**config.mk**
```make
export PLATFORM = sky130hd
export DESIGN_NAME = wb_trace_buffer
export DESIGN_NICKNAME = d
export VERILOG_FILES = /design/src/rtl/wb_trace_buffer.sv
export SDC_FILE = /design/constraint.sdc
export NUM_CORES = 1
export LEC_CHECK = 0
export ABC_AREA = 0
export ABC_CLOCK_PERIOD_IN_PS = 3180
export BUFFER_PORTS_ARGS = -buffer_cell sky130_fd_sc_hd__buf_2
export CAP_MARGIN = 5
export CELL_PAD_IN_SITES_DETAIL_PLACEMENT = 1
export CELL_PAD_IN_SITES_GLOBAL_PLACEMENT = 1
export CORE_MARGIN = 8
export CORE_UTILIZATION = 50
export DETAILED_ROUTE_END_ITERATION = 6
export PLACE_DENSITY = 0.76
export SYNTH_ARGS = -nofsm -noshare
export SYNTH_HDL_FRONTEND = slang
export SYNTH_SLANG_ARGS = --single-unit
```
**constraint.sdc**
```tcl
create_clock -name clock -period 3.18 [get_ports clock]
set_input_delay 0.636 -clock clock [delete_from_list [all_inputs] [get_ports clock]]
set_output_delay 0.636 -clock clock [all_outputs]
set_load 0.01 [all_outputs]
```
**src/rtl/wb_trace_buffer.sv**
```systemverilog
// Writeback trace buffer: snoops register-file writes into a FIFO, freezes on stop.
// Optional macro TRACE_WRAP_EN: overwrite the oldest entry when full instead of dropping the newest.
module wb_trace_buffer #(
    parameter int AW = 4
) (
    input  logic          clock,
    input  logic          reset,
    input  logic          arm,
    input  logic          stop,
    input  logic          rf_write,
    input  logic [1:0]    regw,
    input  logic [7:0]    dataw,
    input  logic          pop,
    output logic          out_valid,
    output logic [1:0]    out_reg,
    output logic [7:0]    out_data,
    output logic [7:0]    out_seq,
    output logic [AW:0]   count,
    output logic          full,
    output logic          overflow,
    output logic [7:0]    drop_count,
    output logic [1:0]    state
);

    localparam int DEPTH = 2 ** AW;
    localparam logic [AW:0] L_DEPTH = {1'b1, {AW{1'b0}}};

    typedef enum logic [1:0] {
        ST_IDLE    = 2'd0,
        ST_CAPTURE = 2'd1,
        ST_FROZEN  = 2'd2
    } state_t;

    function automatic logic [7:0] sat_inc8(input logic [7:0] v);
        return (v == 8'hFF) ? v : v + 8'd1;
    endfunction

    state_t           r_state;
    state_t           w_state_next;
    logic [17:0]      r_mem [DEPTH];
    logic [AW-1:0]    r_wr_ptr;
    logic [AW-1:0]    r_rd_ptr;
    logic [AW:0]      r_count;
    logic [AW:0]      w_count_next;
    logic [7:0]       r_seq;
    logic             r_overflow;
    logic [7:0]       r_drop;
    logic             w_full;
    logic             w_cap;
    logic             w_pop_ok;
    logic             w_lost;
    logic             w_store;
    logic             w_rd_adv;
    logic [17:0]      w_head;

    assign w_full   = (r_count == L_DEPTH);
    assign w_cap    = (r_state == ST_CAPTURE) && rf_write && !arm;
    assign w_pop_ok = pop && (r_count != '0) && !arm;
    assign w_lost   = w_cap && w_full && !w_pop_ok;

`ifdef TRACE_WRAP_EN
    // A lost write overwrites the head slot, so the read pointer moves past it.
    assign w_store  = w_cap;
    assign w_rd_adv = w_pop_ok || w_lost;
`else
    assign w_store  = w_cap && (!w_full || w_pop_ok);
    assign w_rd_adv = w_pop_ok;
`endif

    always_comb begin
        w_count_next = r_count;
        if (w_store && !w_rd_adv)
            w_count_next = r_count + (AW+1)'(1);
        else if (!w_store && w_rd_adv)
            w_count_next = r_count - (AW+1)'(1);
    end

    always_comb begin
        w_state_next = r_state;
        if (arm)
            w_state_next = ST_CAPTURE;
        else if (r_state == ST_CAPTURE && stop)
            w_state_next = ST_FROZEN;
    end

    always_ff @(posedge clock or negedge reset) begin
        if (!reset)
            r_state <= ST_IDLE;
        else
            r_state <= w_state_next;
    end

    always_ff @(posedge clock or negedge reset) begin
        if (!reset) begin
            r_wr_ptr   <= '0;
            r_rd_ptr   <= '0;
            r_count    <= '0;
            r_seq      <= '0;
            r_overflow <= 1'b0;
            r_drop     <= '0;
        end else if (arm) begin
            r_wr_ptr   <= '0;
            r_rd_ptr   <= '0;
            r_count    <= '0;
            r_seq      <= '0;
            r_overflow <= 1'b0;
            r_drop     <= '0;
        end else begin
            if (w_store)
                r_wr_ptr <= r_wr_ptr + AW'(1);
            if (w_rd_adv)
                r_rd_ptr <= r_rd_ptr + AW'(1);
            r_count <= w_count_next;
            // Every observed write consumes a sequence number, stored or not.
            if (w_cap)
                r_seq <= r_seq + 8'd1;
            if (w_lost) begin
                r_overflow <= 1'b1;
                r_drop     <= sat_inc8(r_drop);
            end
        end
    end

    always_ff @(posedge clock or negedge reset) begin
        if (!reset) begin
            for (int i = 0; i < DEPTH; i++)
                r_mem[i] <= '0;
        end else if (w_store) begin
            r_mem[r_wr_ptr] <= {r_seq, regw, dataw};
        end
    end

    assign w_head     = r_mem[r_rd_ptr];
    assign out_valid  = (r_count != '0);
    assign out_seq    = w_head[17:10];
    assign out_reg    = w_head[9:8];
    assign out_data   = w_head[7:0];
    assign count      = r_count;
    assign full       = w_full;
    assign overflow   = r_overflow;
    assign drop_count = r_drop;
    assign state      = r_state;

endmodule
```
==> flow_metrics.tcl, run 1 <==
set metrics [dict create \
    outcome "finished, final reports clean" \
    sequential_cell_area_mm2 0.008013 \
    clock_buffer_depth 3 \
    mappedNetlistNets 1090 \
    timing.clock.skew_ns 0.01408 \
    total_leakage_power_nw 8.264 \
    power.switching_mw 2.984 \
    netSwitchingFraction 0.2749 \
    met2_wirelength_um 20880 \
    routabilityCongestion 0.7572 \
    post_dp_cell_area_mm2 0.01595 \
    fp.dieArea_mm2 0.03589 \
    layout_worst_path_cycle_share 0.9778 \
    detail-route-antenna-nets 0 \
    numPlacedInstances 1473 \
    antenna_cells_inserted 0 \
    layout.cells.non_filler 1540 \
    route.detailed.wl_per_inst_um 26.47 \
    p_seq_frac 0.415 \
    place_hpwl_um 24640 \
    power_frac_clock 0.380 \
    syn_inst 1062 \
    design_area_mm2 0.01720 \
    final.setup.worst_slack_ns 0.07073 \
    insertion_delay_ns 0.50 \
    yosys_register_bits 320 \
    holdCritPathClass "in2async" \
    core_mm2 0.02964 \
    track_usage 0.2309 \
    multi_input_comb_area_mm2 0.006598 \
    numClockSinks 320 \
    timing.slew.headroom 0.5379 \
    cp.arrival_ns 2.47 \
    timing.setup.tns_ns 0 \
    detailedPlace.worstSlack_ns 0.3078 \
    setup_viol 0 \
    post-route-min-period_ns 3.109 \
    number_of_enable_flip_flop_cells_after_synthesis 0 \
    vdd_drop_max_mv 0.5270 \
    cts_hold_buf 0 \
    count_of_buffering_cells_on_the_critical_path_with_inverters_included 3 \
    dieWidth_um 189.4 \
    grt_pass1_wl_um 64490 \
    cts_root_buf "sky130_fd_sc_hd__clkbuf_16" \
    synth.lib_cells_used.distinct 54 \
    ys_seq_area_frac 0.5324 \
    number_of_global_route_vias_before_repair 10750 \
    drv_cap 0 \
    drt_iter0_markers 578 \
    cpLargestDelayFamily "buffers and inverters" \
    fmax_mhz 321.6 \
    number_of_antenna_violations_at_the_first_check_in_global_routing 1 \
    p_comb_frac 0.205 \
    finalMaxSlewViolations 0 \
    tightestPinTransition_ns 0.6879 \
    ys_async_sr_fraction 1.000 \
    post-route-util 0.5802 \
    crit_fanout 20 \
    max_stage_delay_ns 0.43 \
    area.growth.synth_to_final_pct 14.32 \
    via_count 9347 \
    final_layout_size_suffix_gt1_frac 0.4513 \
    synth.yosys.warnings 0 \
    met3WireLength_um 2045 \
    final_net_count 1156 \
    clock_pin_slew_worst_setup_and_hold_paths_ns 0.05 \
    power_density_mw_per_mm2 631.2 \
    final-hold-violation-count 0 \
    timing.critical_path.to_type "output pin" \
    grt_start_max_net_pins 84 \
    floorplan.initialDensity 0.5075 \
    ioPinCount 52 \
    detail_route.wirelength.met1_um 16840 \
    most_common_cell_on_crit_path "sky130_fd_sc_hd__buf_4" \
    path_class "reg2out" \
    synthFlopType "sky130_fd_sc_hd__dfrtp_1" \
    placementRows 63 \
    required_ns 2.54 \
    grt_overflow_total 0 \
    unrepaired_setup_endpoints_after_global_routing "false" \
    die_outline_height_um 189.4 \
    totalWireLength_um 40760 \
    drt_pass1_iterations 4 \
    area_of_the_mapped_netlist_mm2 0.01504 \
    internal_power_mw 7.870 \
    cts_tree "done" \
    slowest_stage_cell_on_the_critical_path "sky130_fd_sc_hd__dfrtp_1" \
    place.port_buffers 51 \
    final.hold.worst_slack_ns 0.1324 \
    h_tree_level_count 2 \
    power.total_mw 10.85 \
    vias_per_cell 6.069 \
    crit_chain "buf_4, nor2b_2, buf_4, a221oi_1, o21ai_0, nand2_1, buf_2" \
    startpoint_type "flip-flop" \
    drc 0 \
    n_fill_cell 2848 \
    cts_inserted_buffers 36 \
    avgSynthCellArea_um2 14.16 \
    top_signal_layer_used "met4" \
]
-- repair_timing --
item                                   4_1_cts  5_1_grt
resized for setup                            0        4
endpoints found under the hold margin        0        0
setup endpoints to repair                    0       10
buffers inserted                             0        7
-- worst register-to-register path: cells and delay by family (launching register included) --
kind | cells | cell delay, ns
AO/OA/AOI/OAI | 3 | 0.59
adder cells (fa/ha/maj) | 1 | 0.40
flip-flops | 1 | 0.43
AND/OR/NAND/NOR | 4 | 1.37
-- final cells by class --
type	instances	share of cell area
inverters	10	0.002183
multi-input cells	649	0.3837
clock inverters	5	0.004366
flip-flops and latches	320	0.4660
repair buffers	111	0.05181
clock buffers	55	0.06360
well taps	390	0.02838
-- kinds of logic (layout without fill, tap and decap cells) --
kind of cell | Yosys count | in the layout | share of synthesized area
DFF | 320 | 320 | 0.5324
buffers and inverters | 93 | 181 | 0.03078
muxes | 403 | 403 | 0.3224
adders and majority gates | 12 | 12 | 0.01048
AOI/OAI and AO/OA | 108 | 108 | 0.05482
and+or+nand+nor | 114 | 114 | 0.04218
xor gates and xnor gates | 12 | 12 | 0.006988
-- power by group through the flow --
stage | Clock [mW] | Sequential [mW] | Combinational [mW]
floorplan | 0 | 4.49 | 1.46
global placement | 0 | 4.55 | 2.12
detailed placement | 0 | 4.58 | 2.17
CTS | 4.20 | 4.51 | 2.20
global route | 4.35 | 4.53 | 2.41
finish | 4.12 | 4.50 | 2.23
-- cell usage after synthesis (3+ instances only) --
| cell | n | area (µm²) |
|---|---|---|
| sky130_fd_sc_hd__or4_1 | 3 | 22.52 |
| sky130_fd_sc_hd__or3_1 | 4 | 25.02 |
| sky130_fd_sc_hd__and4_1 | 3 | 26.28 |
| sky130_fd_sc_hd__buf_2 | 15 | 75.07 |
| sky130_fd_sc_hd__mux2_2 | 291 | 3277 |
| sky130_fd_sc_hd__inv_1 | 9 | 33.78 |
| sky130_fd_sc_hd__nand2_1 | 34 | 127.6 |
| sky130_fd_sc_hd__nand3_1 | 10 | 50.05 |
| sky130_fd_sc_hd__buf_1 | 7 | 26.28 |
| sky130_fd_sc_hd__o41ai_1 | 4 | 35.03 |
| sky130_fd_sc_hd__dfrtp_1 | 320 | 8008 |
| sky130_fd_sc_hd__xnor2_1 | 7 | 61.31 |
| sky130_fd_sc_hd__a21oi_1 | 11 | 55.05 |
| sky130_fd_sc_hd__mux2i_1 | 76 | 760.7 |
| sky130_fd_sc_hd__ha_1 | 11 | 137.6 |
| sky130_fd_sc_hd__a221oi_1 | 36 | 315.3 |
| sky130_fd_sc_hd__xor2_1 | 5 | 43.79 |
| sky130_fd_sc_hd__buf_4 | 3 | 22.52 |
| sky130_fd_sc_hd__nand4_2 | 6 | 75.07 |
| sky130_fd_sc_hd__buf_6 | 11 | 123.9 |
| sky130_fd_sc_hd__a22oi_1 | 18 | 135.1 |
| sky130_fd_sc_hd__nand2_2 | 8 | 50.05 |
| sky130_fd_sc_hd__nor2_1 | 22 | 82.58 |
| sky130_fd_sc_hd__nor2b_1 | 5 | 31.28 |
| sky130_fd_sc_hd__clkbuf_1 | 46 | 172.7 |
| sky130_fd_sc_hd__mux4_2 | 36 | 810.8 |
| sky130_fd_sc_hd__nor3_1 | 3 | 15.01 |
| sky130_fd_sc_hd__o311ai_0 | 3 | 26.28 |
| sky130_fd_sc_hd__o21ai_0 | 23 | 115.1 |
-- placed cells by master (no fill, tap or decap), types with 3 or more instances in the layout --
cell type                   count
sky130_fd_sc_hd__buf_2         50
sky130_fd_sc_hd__clkbuf_16     37
sky130_fd_sc_hd__ha_1          11
sky130_fd_sc_hd__a221oi_1      32
sky130_fd_sc_hd__o21ai_0       23
sky130_fd_sc_hd__o311ai_0       3
sky130_fd_sc_hd__nor3_1         3
sky130_fd_sc_hd__dfrtp_1      318
sky130_fd_sc_hd__or4_1          3
sky130_fd_sc_hd__clkinv_2       3
sky130_fd_sc_hd__nand4_2        6
sky130_fd_sc_hd__nor2_1        22
sky130_fd_sc_hd__nand3_1       10
sky130_fd_sc_hd__buf_12        14
sky130_fd_sc_hd__inv_1          9
sky130_fd_sc_hd__o41ai_1        4
sky130_fd_sc_hd__clkbuf_8      10
sky130_fd_sc_hd__a221oi_2       4
sky130_fd_sc_hd__buf_4         46
sky130_fd_sc_hd__nand2_1       34
sky130_fd_sc_hd__or3_1          4
sky130_fd_sc_hd__mux2i_1       76
sky130_fd_sc_hd__nor2b_1        4
sky130_fd_sc_hd__and4_1         3
sky130_fd_sc_hd__a21oi_1       11
sky130_fd_sc_hd__clkbuf_1       8
sky130_fd_sc_hd__xor2_1         5
sky130_fd_sc_hd__mux4_2        36
sky130_fd_sc_hd__a22oi_1       18
sky130_fd_sc_hd__xnor2_1        7
sky130_fd_sc_hd__mux2_2       291
sky130_fd_sc_hd__nand2_2        8
-- routing by layer --
layer	vias to the layer above	global-route usage
li1	4087	-
met5	-	0
met2	189	0.3965
met3	76	0.04176
met1	4995	0.2934
met4	0	0.07066
-- final timing paths --
kind                                         startpoint  depth (start not counted)  slack, ns                        end
worst max register to register     count[3]$_DFFE_PN0P_                          8       0.30       count[4]$_DFFE_PN0P_
min in group clock                                 stop                          3       0.42       state[1]$_DFFE_PN0P_
worst max-delay path            r_rd_ptr[2]$_DFFE_PN0P_                          7       0.07                 out_seq[1]
worst min-delay path                              reset                          1       0.13  drop_count[0]$_DFFE_PN0P_
worst min register to register     overflow$_DFFE_PN0P_                          2       0.50       overflow$_DFFE_PN0P_
max in group asynchronous                         reset                          2       2.12       r_mem[8]$_DFFE_PN0P_
-- sequential cells by signal (all words and copies together), names as in the netlist --
name and flops:
r_seq 8, r_mem 288, r_rd_ptr 4, r_wr_ptr 4, count 5, overflow 1, state 2, drop_count 8
No activity file was read; power rests on OpenSTA's default activity.
==> run 2: changes to the inputs <==
--- a/config.mk
+++ b/config.mk
@@ -14,7 +14,9 @@
 export CORE_MARGIN = 8
 export CORE_UTILIZATION = 50
 export DETAILED_ROUTE_END_ITERATION = 6
-export PLACE_DENSITY = 0.76
+export HOLD_SLACK_MARGIN = 0.06
+export PLACE_DENSITY_LB_ADDON = 0.1
 export SYNTH_ARGS = -nofsm -noshare
 export SYNTH_HDL_FRONTEND = slang
 export SYNTH_SLANG_ARGS = --single-unit
+export TNS_END_PERCENT = 50
==> flow_metrics.tcl, run 2 (same netlist as run 1, synthesis figures left out) <==
set metrics [dict create \
    outcome "finished, final reports clean" \
    final-hold-violation-count 0 \
    track_usage 0.2190 \
    crit_chain "buf_4, and2_2, buf_12, a221oi_1, o21ai_0, nand2_1, buf_2" \
    totalWireLength_um 38670 \
    vdd_drop_max_mv 0.4763 \
    drc 0 \
    power.total_mw 10.74 \
    core_mm2 0.02964 \
    layout_worst_path_cycle_share 0.9904 \
    required_ns 2.54 \
    cp.arrival_ns 2.51 \
    post-route-min-period_ns 3.149 \
    route.detailed.wl_per_inst_um 25.17 \
    r2r_slack_ns 0.29 \
    numClockSinks 320 \
    slowest_stage_cell_on_the_critical_path "sky130_fd_sc_hd__a221oi_1" \
    via_count 9178 \
    path_class "reg2out" \
    area.growth.synth_to_final_pct 13.83 \
    post-route-util 0.5777 \
    timing.critical_path.to_type "output pin" \
    detailedPlace.worstSlack_ns 0.3215 \
    numPlacedInstances 1472 \
    die_outline_height_um 189.4 \
    number_of_global_route_vias_before_repair 10120 \
    timing.clock.skew_ns 0.02537 \
    n_fill_cell 2877 \
    layout.cells.most_common "sky130_fd_sc_hd__dfrtp_1" \
    cts_inserted_buffers 36 \
    place.port_buffers 51 \
    clock_pin_slew_worst_setup_and_hold_paths_ns 0.06 \
    critical_path.reg2reg.startpoint "count[3]$_DFFE_PN0P_" \
    drv_cap 0 \
    layout.cells.non_filler 1536 \
    max_stage_delay_ns 0.49 \
    tightestPinTransition_ns 0.7384 \
    final_net_count 1150 \
    insertion_delay_ns 0.52 \
    setup_viol 0 \
    grt_start_max_net_pins 87 \
    drt_iter0_markers 454 \
    cts_root_buf "sky130_fd_sc_hd__clkbuf_16" \
    cts_tree "done" \
    clock_buffer_depth 3 \
    grt_pass1_wl_um 61180 \
    h_tree_level_count 2 \
    place_hpwl_um 23740 \
    count_of_buffering_cells_on_the_critical_path_with_inverters_included 3 \
    finalMaxSlewViolations 0 \
    power_density_mw_per_mm2 627.1 \
    startpoint_type "flip-flop" \
    dieWidth_um 189.4 \
    floorplan.initialDensity 0.5075 \
    vias_per_cell 5.975 \
    max_flop_register "r_mem" \
    worst_r2r_endpoint "count[4]$_DFFE_PN0P_" \
    final.setup.worst_slack_ns 0.03063 \
    ioPinCount 52 \
    antenna_cells_inserted 0 \
    grt_overflow_total 0 \
    timing.slew.headroom 0.5077 \
    holdCritPathClass "in2async" \
    final_layout_size_suffix_gt1_frac 0.4459 \
    fmax_mhz 317.5 \
    fp.dieArea_mm2 0.03589 \
    placementRows 63 \
    final.hold.worst_slack_ns 0.1656 \
    detail-route-antenna-nets 0 \
    crit_fanout 32 \
    total_leakage_power_nw 8.208 \
    r2r_cell_count 8 \
    drt_pass1_iterations 4 \
    unrepaired_setup_endpoints_after_global_routing "true" \
    routabilityCongestion 0.7644 \
    largest_register_ffs 288 \
    number_of_antenna_violations_at_the_first_check_in_global_routing 0 \
    cpLargestDelayFamily "compound AO/OA/AOI/OAI gates" \
    final_cell_mix "sky130_fd_sc_hd__dfrtp_1 (318), sky130_fd_sc_hd__mux2_2 (291), sky130_fd_sc_hd__mux2i_1 (76)" \
]
-- run 2: report_power, final --
group / total, mW / internal (mW) / switching, mW / leakage [nW]
combinational: 2.15 / 0.987 / 1.16 / 3.22
clock: 4.12 / 2.50 / 1.62 / 0.575
sequential: 4.46 / 4.29 / 0.171 / 4.42
-- run 2: metal layers --
layer	global-route usage	part of all wire
met5	0	0
met4	0.05803	0.024
met3	0.02631	0.026
met2	0.3679	0.49
met1	0.2975	0.46
-- run 2: what timing repair did --
item                                    4_1_cts  5_1_grt
gates resized for setup                       0        3
hold endpoints to repair                      0        0
setup buffers                                 2        0
endpoints found under the setup margin        4       10
cloned                                        0        0
hold buffers                                  0        0
-- run 2: how the worst max path moves through the flow --
stage	start	end	slack (ns)	cells after the start
6_report	r_rd_ptr[2]$_DFFE_PN0P_	out_data[2]	0.03	7
5_1_grt	r_rd_ptr[2]$_DFFE_PN0P_	out_seq[4]	-0.02	7
4_1_cts	r_rd_ptr[2]$_DFFE_PN0P_	out_data[4]	0.0009	7
3_5_place_dp	pop	count[4]$_DFFE_PN0P_	0.32	9
3_3_place_gp	pop	count[4]$_DFFE_PN0P_	0.35	9
2_1_floorplan	count[1]$_DFFE_PN0P_	count[4]$_DFFE_PN0P_	0.21	8
-- run 2: final cells by class --
| type | count | area [µm²] | share of cell area |
|---|---|---|---|
| Sequential cell | 320 | 8013 | 0.4680 |
| Multi-Input combinational cell | 649 | 6585 | 0.3846 |
| Clock buffer | 53 | 1035 | 0.06044 |
| Timing Repair Buffer | 105 | 828.3 | 0.04838 |
| Tap cell | 390 | 488.0 | 0.02850 |
| Clock inverter | 9 | 135.1 | 0.007892 |
| Inverter | 10 | 37.54 | 0.002192 |
-- run 2: per-stage QoR --
| step | area (µm²) | setup TNS, ns |
|---|---|---|
| 2_1_floorplan | 15040 | 0 |
| 3_3_place_gp | 15920 | 0 |
| 3_5_place_dp | 15920 | 0 |
| 4_1_cts | 17110 | 0 |
| 5_1_grt | 17120 | -0.08325 |
| 6_report | 17120 | 0 |
-- run 2: worst reg2reg max path: stages, from the launching register on --
cell	delay (ns)
sky130_fd_sc_hd__dfrtp_1	0.44
sky130_fd_sc_hd__or4_1	0.56
sky130_fd_sc_hd__o21ai_1	0.21
sky130_fd_sc_hd__nand3_1	0.23
sky130_fd_sc_hd__ha_1	0.39
sky130_fd_sc_hd__a21oi_1	0.24
sky130_fd_sc_hd__nand2_1	0.10
sky130_fd_sc_hd__or4_1	0.46
sky130_fd_sc_hd__a31oi_1	0.17
